`config.mk`:
```
export PLATFORM = sky130hd
export DESIGN_NAME = vga_sync_decoder
export DESIGN_NICKNAME = d
export VERILOG_FILES = /design/src/rtl/vga_pkg.sv /design/src/rtl/sync_edge_det.sv /design/src/rtl/vga_sync_decoder.sv
export SDC_FILE = /design/constraint.sdc
export NUM_CORES = 1
export LEC_CHECK = 0
export BUFFER_PORTS_ARGS = -buffer_cell sky130_fd_sc_hd__buf_2
export CAP_MARGIN = 20
export CORE_MARGIN = 2
export CORE_UTILIZATION = 27
export CTS_CLUSTER_SIZE = 14
export DETAILED_ROUTE_END_ITERATION = 7
export PLACE_DENSITY_LB_ADDON = 0.12
export SLEW_MARGIN = 5
export SYNTH_ARGS = -nofsm -noshare
export SYNTH_HDL_FRONTEND = slang
export SYNTH_SLANG_ARGS = --single-unit
```
`constraint.sdc`:
```
create_clock -name Clk -period 2.21 [get_ports Clk]
set_input_delay 0.221 -clock Clk [delete_from_list [all_inputs] [get_ports Clk]]
set_output_delay 0.221 -clock Clk [all_outputs]
set_load 0.05 [all_outputs]
```
`src/rtl/vga_pkg.sv`:
```
`default_nettype none
// +------------------------------------------------------------------+
// | Module  : vga_pkg                                                |
// | Purpose : 640x480 timing constants, lock states, coordinate type |
// | Rev     : 1.0  initial release                                   |
// +------------------------------------------------------------------+
package vga_pkg;

    localparam int H_TOTAL  = 800;
    localparam int H_ACTIVE = 640;
    localparam int V_TOTAL  = 525;
    localparam int V_ACTIVE = 480;

    typedef logic [9:0] coord_t;

    typedef enum logic [1:0] {
        UNLOCKED = 2'd0,
        CHECKING = 2'd1,
        LOCKED   = 2'd2
    } lock_state_t;

    function automatic coord_t sat_inc(input coord_t v);
        return (v == '1) ? v : v + 1'b1;
    endfunction

endpackage
`default_nettype wire

```
`src/rtl/sync_edge_det.sv`:
```
`default_nettype none
// +------------------------------------------------------------------+
// | Module  : sync_edge_det                                          |
// | Purpose : input register, previous sample and fall/rise pulses   |
// | Rev     : 1.0  initial release                                   |
// +------------------------------------------------------------------+
module sync_edge_det (
    input  logic Clk,
    input  logic Reset,
    input  logic d,
    output logic q,
    output logic fall,
    output logic rise
);

    logic s_d, s_q;
    logic p_d, p_q;

    always_comb begin
        s_d = d;
        p_d = s_q;
    end

    always_ff @(posedge Clk) begin
        if (!Reset) begin
            s_q <= 1'b0;
            p_q <= 1'b0;
        end else begin
            s_q <= s_d;
            p_q <= p_d;
        end
    end

    assign q    = s_q;
    assign fall = p_q & ~s_q;
    assign rise = ~p_q & s_q;

endmodule
`default_nettype wire

```
`src/rtl/vga_sync_decoder.sv`:
```
`default_nettype none
// +------------------------------------------------------------------+
// | Module  : vga_sync_decoder                                       |
// | Purpose : recovers x/y, measures line/frame timing, tracks lock  |
// | Rev     : 1.0  initial release                                   |
// +------------------------------------------------------------------+
module vga_sync_decoder #(
    parameter int H_TOTAL     = vga_pkg::H_TOTAL,
    parameter int V_TOTAL     = vga_pkg::V_TOTAL,
    parameter int LOCK_FRAMES = 2,
    parameter int WDOG_CYCLES = 1600
) (
    input  logic       Clk,
    input  logic       Reset,
    input  logic       hs,
    input  logic       vs,
    input  logic       blank,
    output logic [9:0] x,
    output logic [9:0] y,
    output logic       pix_valid,
    output logic       frame_start,
    output logic       locked,
    output logic [9:0] line_len,
    output logic [9:0] frame_lines,
    output logic [7:0] err_cnt
);
    import vga_pkg::*;

    localparam coord_t            H_TOT_C   = coord_t'(H_TOTAL);
    localparam coord_t            V_TOT_C   = coord_t'(V_TOTAL);
    localparam int                GC_W      = $clog2(LOCK_FRAMES + 1);
    localparam int                WD_W      = $clog2(WDOG_CYCLES + 1);
    localparam logic [GC_W-1:0]   LOCK_C    = GC_W'(LOCK_FRAMES);
    localparam logic [WD_W-1:0]   WD_LAST_C = WD_W'(WDOG_CYCLES - 1);

    logic hs_fall, vs_fall, act_rise, blank_q;
    logic hs_q_unused, vs_q_unused, hs_rise_unused, vs_rise_unused, blank_fall_unused;

    sync_edge_det u_hs    (.Clk(Clk), .Reset(Reset), .d(hs),    .q(hs_q_unused),
                           .fall(hs_fall),           .rise(hs_rise_unused));
    sync_edge_det u_vs    (.Clk(Clk), .Reset(Reset), .d(vs),    .q(vs_q_unused),
                           .fall(vs_fall),           .rise(vs_rise_unused));
    sync_edge_det u_blank (.Clk(Clk), .Reset(Reset), .d(blank), .q(blank_q),
                           .fall(blank_fall_unused), .rise(act_rise));

    lock_state_t     state_d, state_q;
    logic [GC_W-1:0] good_cnt_d, good_cnt_q;
    logic [WD_W-1:0] wd_d, wd_q;
    coord_t          h_meas_d, h_meas_q, v_meas_d, v_meas_q, v_cnt;
    coord_t          line_len_d, line_len_q, frame_lines_d, frame_lines_q;
    coord_t          x_d, x_q, y_d, y_q;
    logic [7:0]      err_cnt_d, err_cnt_q;
    logic            h_primed_d, h_primed_q, frame_bad_d, frame_bad_q;
    logic            v_arm_d, v_arm_q;
    logic            locked_d, locked_q, pix_valid_d, pix_valid_q;
    logic            frame_start_d, frame_start_q;
    logic            line_bad, frame_good, wdog_trip;

    // Measurement: the hs edge of a coincident hs/vs pair belongs to the ending frame.
    always_comb begin
        h_meas_d   = hs_fall ? '0 : sat_inc(h_meas_q);
        line_len_d = line_len_q;
        h_primed_d = h_primed_q;
        line_bad   = 1'b0;
        wdog_trip  = ~hs_fall & (wd_q >= WD_LAST_C);
        wd_d       = hs_fall ? '0 : ((wd_q >= WD_LAST_C) ? wd_q : wd_q + 1'b1);
        if (hs_fall) begin
            line_len_d = sat_inc(h_meas_q);
            line_bad   = h_primed_q & (sat_inc(h_meas_q) != H_TOT_C);
            h_primed_d = 1'b1;
        end
        if (wdog_trip) begin
            h_primed_d = 1'b0;
        end
        v_cnt         = hs_fall ? sat_inc(v_meas_q) : v_meas_q;
        v_meas_d      = vs_fall ? '0 : v_cnt;
        frame_lines_d = vs_fall ? v_cnt : frame_lines_q;
        frame_bad_d   = vs_fall ? 1'b0 : (frame_bad_q | line_bad);
        frame_good    = ~(frame_bad_q | line_bad) & (v_cnt == V_TOT_C);
    end

    // Lock FSM: next state.
    always_comb begin
        state_d    = state_q;
        good_cnt_d = good_cnt_q;
        err_cnt_d  = err_cnt_q;
        if (wdog_trip) begin
            state_d    = UNLOCKED;
            good_cnt_d = '0;
        end else if (vs_fall) begin
            case (state_q)
                UNLOCKED: begin
                    state_d    = CHECKING;
                    good_cnt_d = '0;
                end
                CHECKING: begin
                    if (!frame_good) begin
                        good_cnt_d = '0;
                    end else if (good_cnt_q + 1'b1 == LOCK_C) begin
                        state_d    = LOCKED;
                        good_cnt_d = '0;
                    end else begin
                        good_cnt_d = good_cnt_q + 1'b1;
                    end
                end
                LOCKED: begin
                    if (!frame_good) begin
                        state_d    = CHECKING;
                        good_cnt_d = '0;
                        err_cnt_d  = (err_cnt_q == 8'hFF) ? err_cnt_q : err_cnt_q + 1'b1;
                    end
                end
                default: state_d = UNLOCKED;
            endcase
        end
    end

    // Lock FSM: outputs.
    always_comb begin
        locked_d      = (state_d == LOCKED);
        pix_valid_d   = locked_d & blank_q;
        frame_start_d = act_rise & v_arm_q & locked_d;
    end

    always_comb begin
        x_d     = act_rise ? '0 : sat_inc(x_q);
        y_d     = act_rise ? (v_arm_q ? '0 : sat_inc(y_q)) : y_q;
        v_arm_d = vs_fall | (v_arm_q & ~act_rise);
    end

    always_ff @(posedge Clk) begin
        if (!Reset) begin
            state_q       <= UNLOCKED;
            good_cnt_q    <= '0;
            err_cnt_q     <= '0;
            wd_q          <= '0;
            h_meas_q      <= '0;
            v_meas_q      <= '0;
            line_len_q    <= '0;
            frame_lines_q <= '0;
            h_primed_q    <= 1'b0;
            frame_bad_q   <= 1'b0;
            x_q           <= '0;
            y_q           <= '0;
            v_arm_q       <= 1'b0;
            locked_q      <= 1'b0;
            pix_valid_q   <= 1'b0;
            frame_start_q <= 1'b0;
        end else begin
            state_q       <= state_d;
            good_cnt_q    <= good_cnt_d;
            err_cnt_q     <= err_cnt_d;
            wd_q          <= wd_d;
            h_meas_q      <= h_meas_d;
            v_meas_q      <= v_meas_d;
            line_len_q    <= line_len_d;
            frame_lines_q <= frame_lines_d;
            h_primed_q    <= h_primed_d;
            frame_bad_q   <= frame_bad_d;
            x_q           <= x_d;
            y_q           <= y_d;
            v_arm_q       <= v_arm_d;
            locked_q      <= locked_d;
            pix_valid_q   <= pix_valid_d;
            frame_start_q <= frame_start_d;
        end
    end

    assign x           = x_q;
    assign y           = y_q;
    assign pix_valid   = pix_valid_q;
    assign frame_start = frame_start_q;
    assign locked      = locked_q;
    assign line_len    = line_len_q;
    assign frame_lines = frame_lines_q;
    assign err_cnt     = err_cnt_q;

endmodule
`default_nettype wire

```
==> metrics <==
CP Buf/Inv Count 1; Clock Skew 0.007556 ns; Least-Margin Pin Slew 0.5546 ns; FF/Latch Area 1911 um2; die width 129.7 um; Yosys warnings 0; fin cells 819; die area 16,820 um2; critical path peak fanout 12; Max-slew headroom 0.6297; CTS buffer count 9; Post-synth ARST share 0; Inst Count DP 801; failing checks setup timing; htree depth 3; Power, Total 0.003482 W; final-report hold violation count 0; flop-to-flop setup slack -0.10 ns; Total Wirelength 10.82 mm; Final Max Tran Viols 0; root buffer cell clkbuf_16; Worst Path Required 2.43 ns; Via density 4.658; Max-Cap Viols 0; unrepaired setup endpoints after global routing true; die height 129.7 um; status finished with violations; PD cells 627.7 nW/um2; FF-to-FF path depth 8; #FFs+latches synth 95; PnR worst setup slack -0.1041 ns; Post-Syn Area 4265 um2; Area Growth Syn to Fin 30.04%; reg2reg end err_cnt[6]; post-route minimum period 2.314 ns; Post-synth EDFFs 0; final-layout fill cell count 1,647; hold-fix buffers at CTS 0; initial antenna violation count 0; Worst path depth 8; Total GRT Usage 0.1350; critical path data arrival time 2.53 ns; CTS max path bufs 2; Worst Hold Path Cells 2; min-delay src hs; Detailed Route Iter0 Violations 140; Pre-Repair DR Iteration Count 4; CP top delay family compound AO/OA/AOI/OAI gates; WL/cell 13.21 um; critical path class flip-flop to flip-flop; CP Capture Type flip-flop; # clock sinks 95; Gate Count Post-Synth 500; count of cell types in the netlist 57; pre-CTS setup slack -0.2149 ns; diodes inserted 0; vias in the first global route 3,598; DR vias 3,815; fin area 5547 um2; Top FF cell, synth dfxtp_1; worst hold margin 0.07715 ns; drc violations 0; layout cell share with drive strength beyond 1 0.2632; Mapped Nets 511; Final #Nets 615; crit-path max cell delay 0.39 ns; RR Startpoint h_meas_q[1]; pin count of the biggest net entering global routing 26; Hold EP u_hs.q; Routed Antenna Nets 0; Cell Chain, Critical Path and3_4 > or3b_1 > a211o_1 > o41a_4 > o31ai_4 > buf_6 > or4_1 > a21oi_1; Ports 56; core area 15,310 um2; Final period util 1.047; synthesized area per cell 8.531 um2; CTS clk-pin slew, worst paths 0.07 ns; sequential share of the synthesized area 0.4459; Remaining Overflow, GRT 0; final setup fails 14; commonest non-fill, non-tap cell in the layout dfxtp_1; hpwl dp 7.811 mm; Skew-Pair Late Insertion Delay 0.36 ns; first-pass GRT wire length 17.85 mm; IO Port Bufs 55; area post-placement 5146 um2; FP Rows 45; footprint of the multi-input gates 2354 um2; final RePlAce weighted congestion 0.8622; Slowest-stage cell, CP o41a_4; critical path startpoint category flip-flop; Lkg Pwr 2.193 nW; Hold Path Class input pin to flip-flop; most frequent cells in the layout 90 x dfxtp_1, 87 x nor2_1, 55 x buf_2, 51 x buf_4, 39 x nand2_1; fmax 432.1 MHz; peak supply drop 0.3584 mV; initial core utilization 0.2785; CTS tree yes
-- metal layers --
layer,vias up,global-route usage,part of all wire
met5,-,0,0
met4,0,0.05693,0.015
met3,11,0.03157,0.039
met2,67,0.2054,0.44
li1,1975,-,-
met1,1762,0.1838,0.51
-- sequential cells by signal (all words and copies together), names as in the netlist, 2 cells and up --
| name | cells |
|---|---|
| good_cnt_q | 2 |
| line_len | 10 |
| err_cnt | 8 |
| h_meas_q | 10 |
| v_meas_q | 10 |
| wd_q | 11 |
| y | 10 |
| x | 10 |
| frame_lines | 10 |
| state_q | 2 |
-- worst max path at each step --
stage / to / start
floorplan: err_cnt[6] / v_meas_q[1]
global placement: good_cnt_q[1] / h_meas_q[1]
detailed placement: frame_start / v_meas_q[1]
CTS: err_cnt[6] / v_meas_q[1]
global route: err_cnt[0] / v_meas_q[1]
finish: err_cnt[6] / h_meas_q[1]
-- logic make-up (layout without fill, tap and decap cells) --
logic type      after synthesis  after routing  synth area share
simple gates                238            238            0.2834
compound gates               97             97            0.1446
flops                        95             95            0.4459
buf+inv                      26            134           0.02582
xor+xnor                     22             22           0.04518
mux                          16             16           0.03755
fa+ha+maj                     6              6           0.01760
-- synthesized netlist by cell type, types with 6 or more instances --
cell type  number  share of area
dfxtp_1        95           0.45
nor2_1         87          0.077
nand2_1        39          0.034
a21oi_1        33          0.039
nand3_1        25          0.029
o21ai_0        23          0.027
mux2i_1        16          0.038
and2_1         15          0.022
xor2_1         14          0.029
clkbuf_1       13          0.011
nand4_1        10          0.015
nand2b_1        8          0.012
xnor2_1         8          0.016
a211oi_1        7          0.012
inv_1           7         0.0062
or3_1           7          0.010
a31oi_1         6         0.0088
ha_1            6          0.018
nor3_1          6         0.0070
-- power breakdown --
group | switching, W | total (W) | internal (W)
Combinational | 0.000149 | 0.000228 | 0.0000796
Clock | 0.000688 | 0.00148 | 0.000794
Sequential | 0.0000288 | 0.00177 | 0.00174
Total | 0.000866 | 0.00348 | 0.00262
-- stage by stage --
stage	setup TNS (ns)	utilization
after global placement	-1.584	0.3360
after detailed placement	-1.998	0.3360
after CTS	-0.8330	0.3581
after floorplan	-0.3374	-
after global routing	-2.526	0.3622
final	-1.027	0.3622
-- final cells by class --
cell class | instances | share of cell area
Clock buffer | 11 | 0.04376
Clock inverter | 4 | 0.005640
Inverter | 8 | 0.005414
Multi-Input combinational cell | 379 | 0.4243
Sequential cell | 95 | 0.3445
Tap cell | 211 | 0.04760
Timing Repair Buffer | 111 | 0.1288
-- repair_timing --
| action | CTS | global route |
|---|---|---|
| setup endpoints to repair | 15 | 15 |
| pin swaps | 8 | 8 |
| buffers inserted | 1 | 2 |
| resized for setup | 13 | 12 |
| hold endpoints to repair | 0 | 0 |
(Power assumes the default switching activity.)
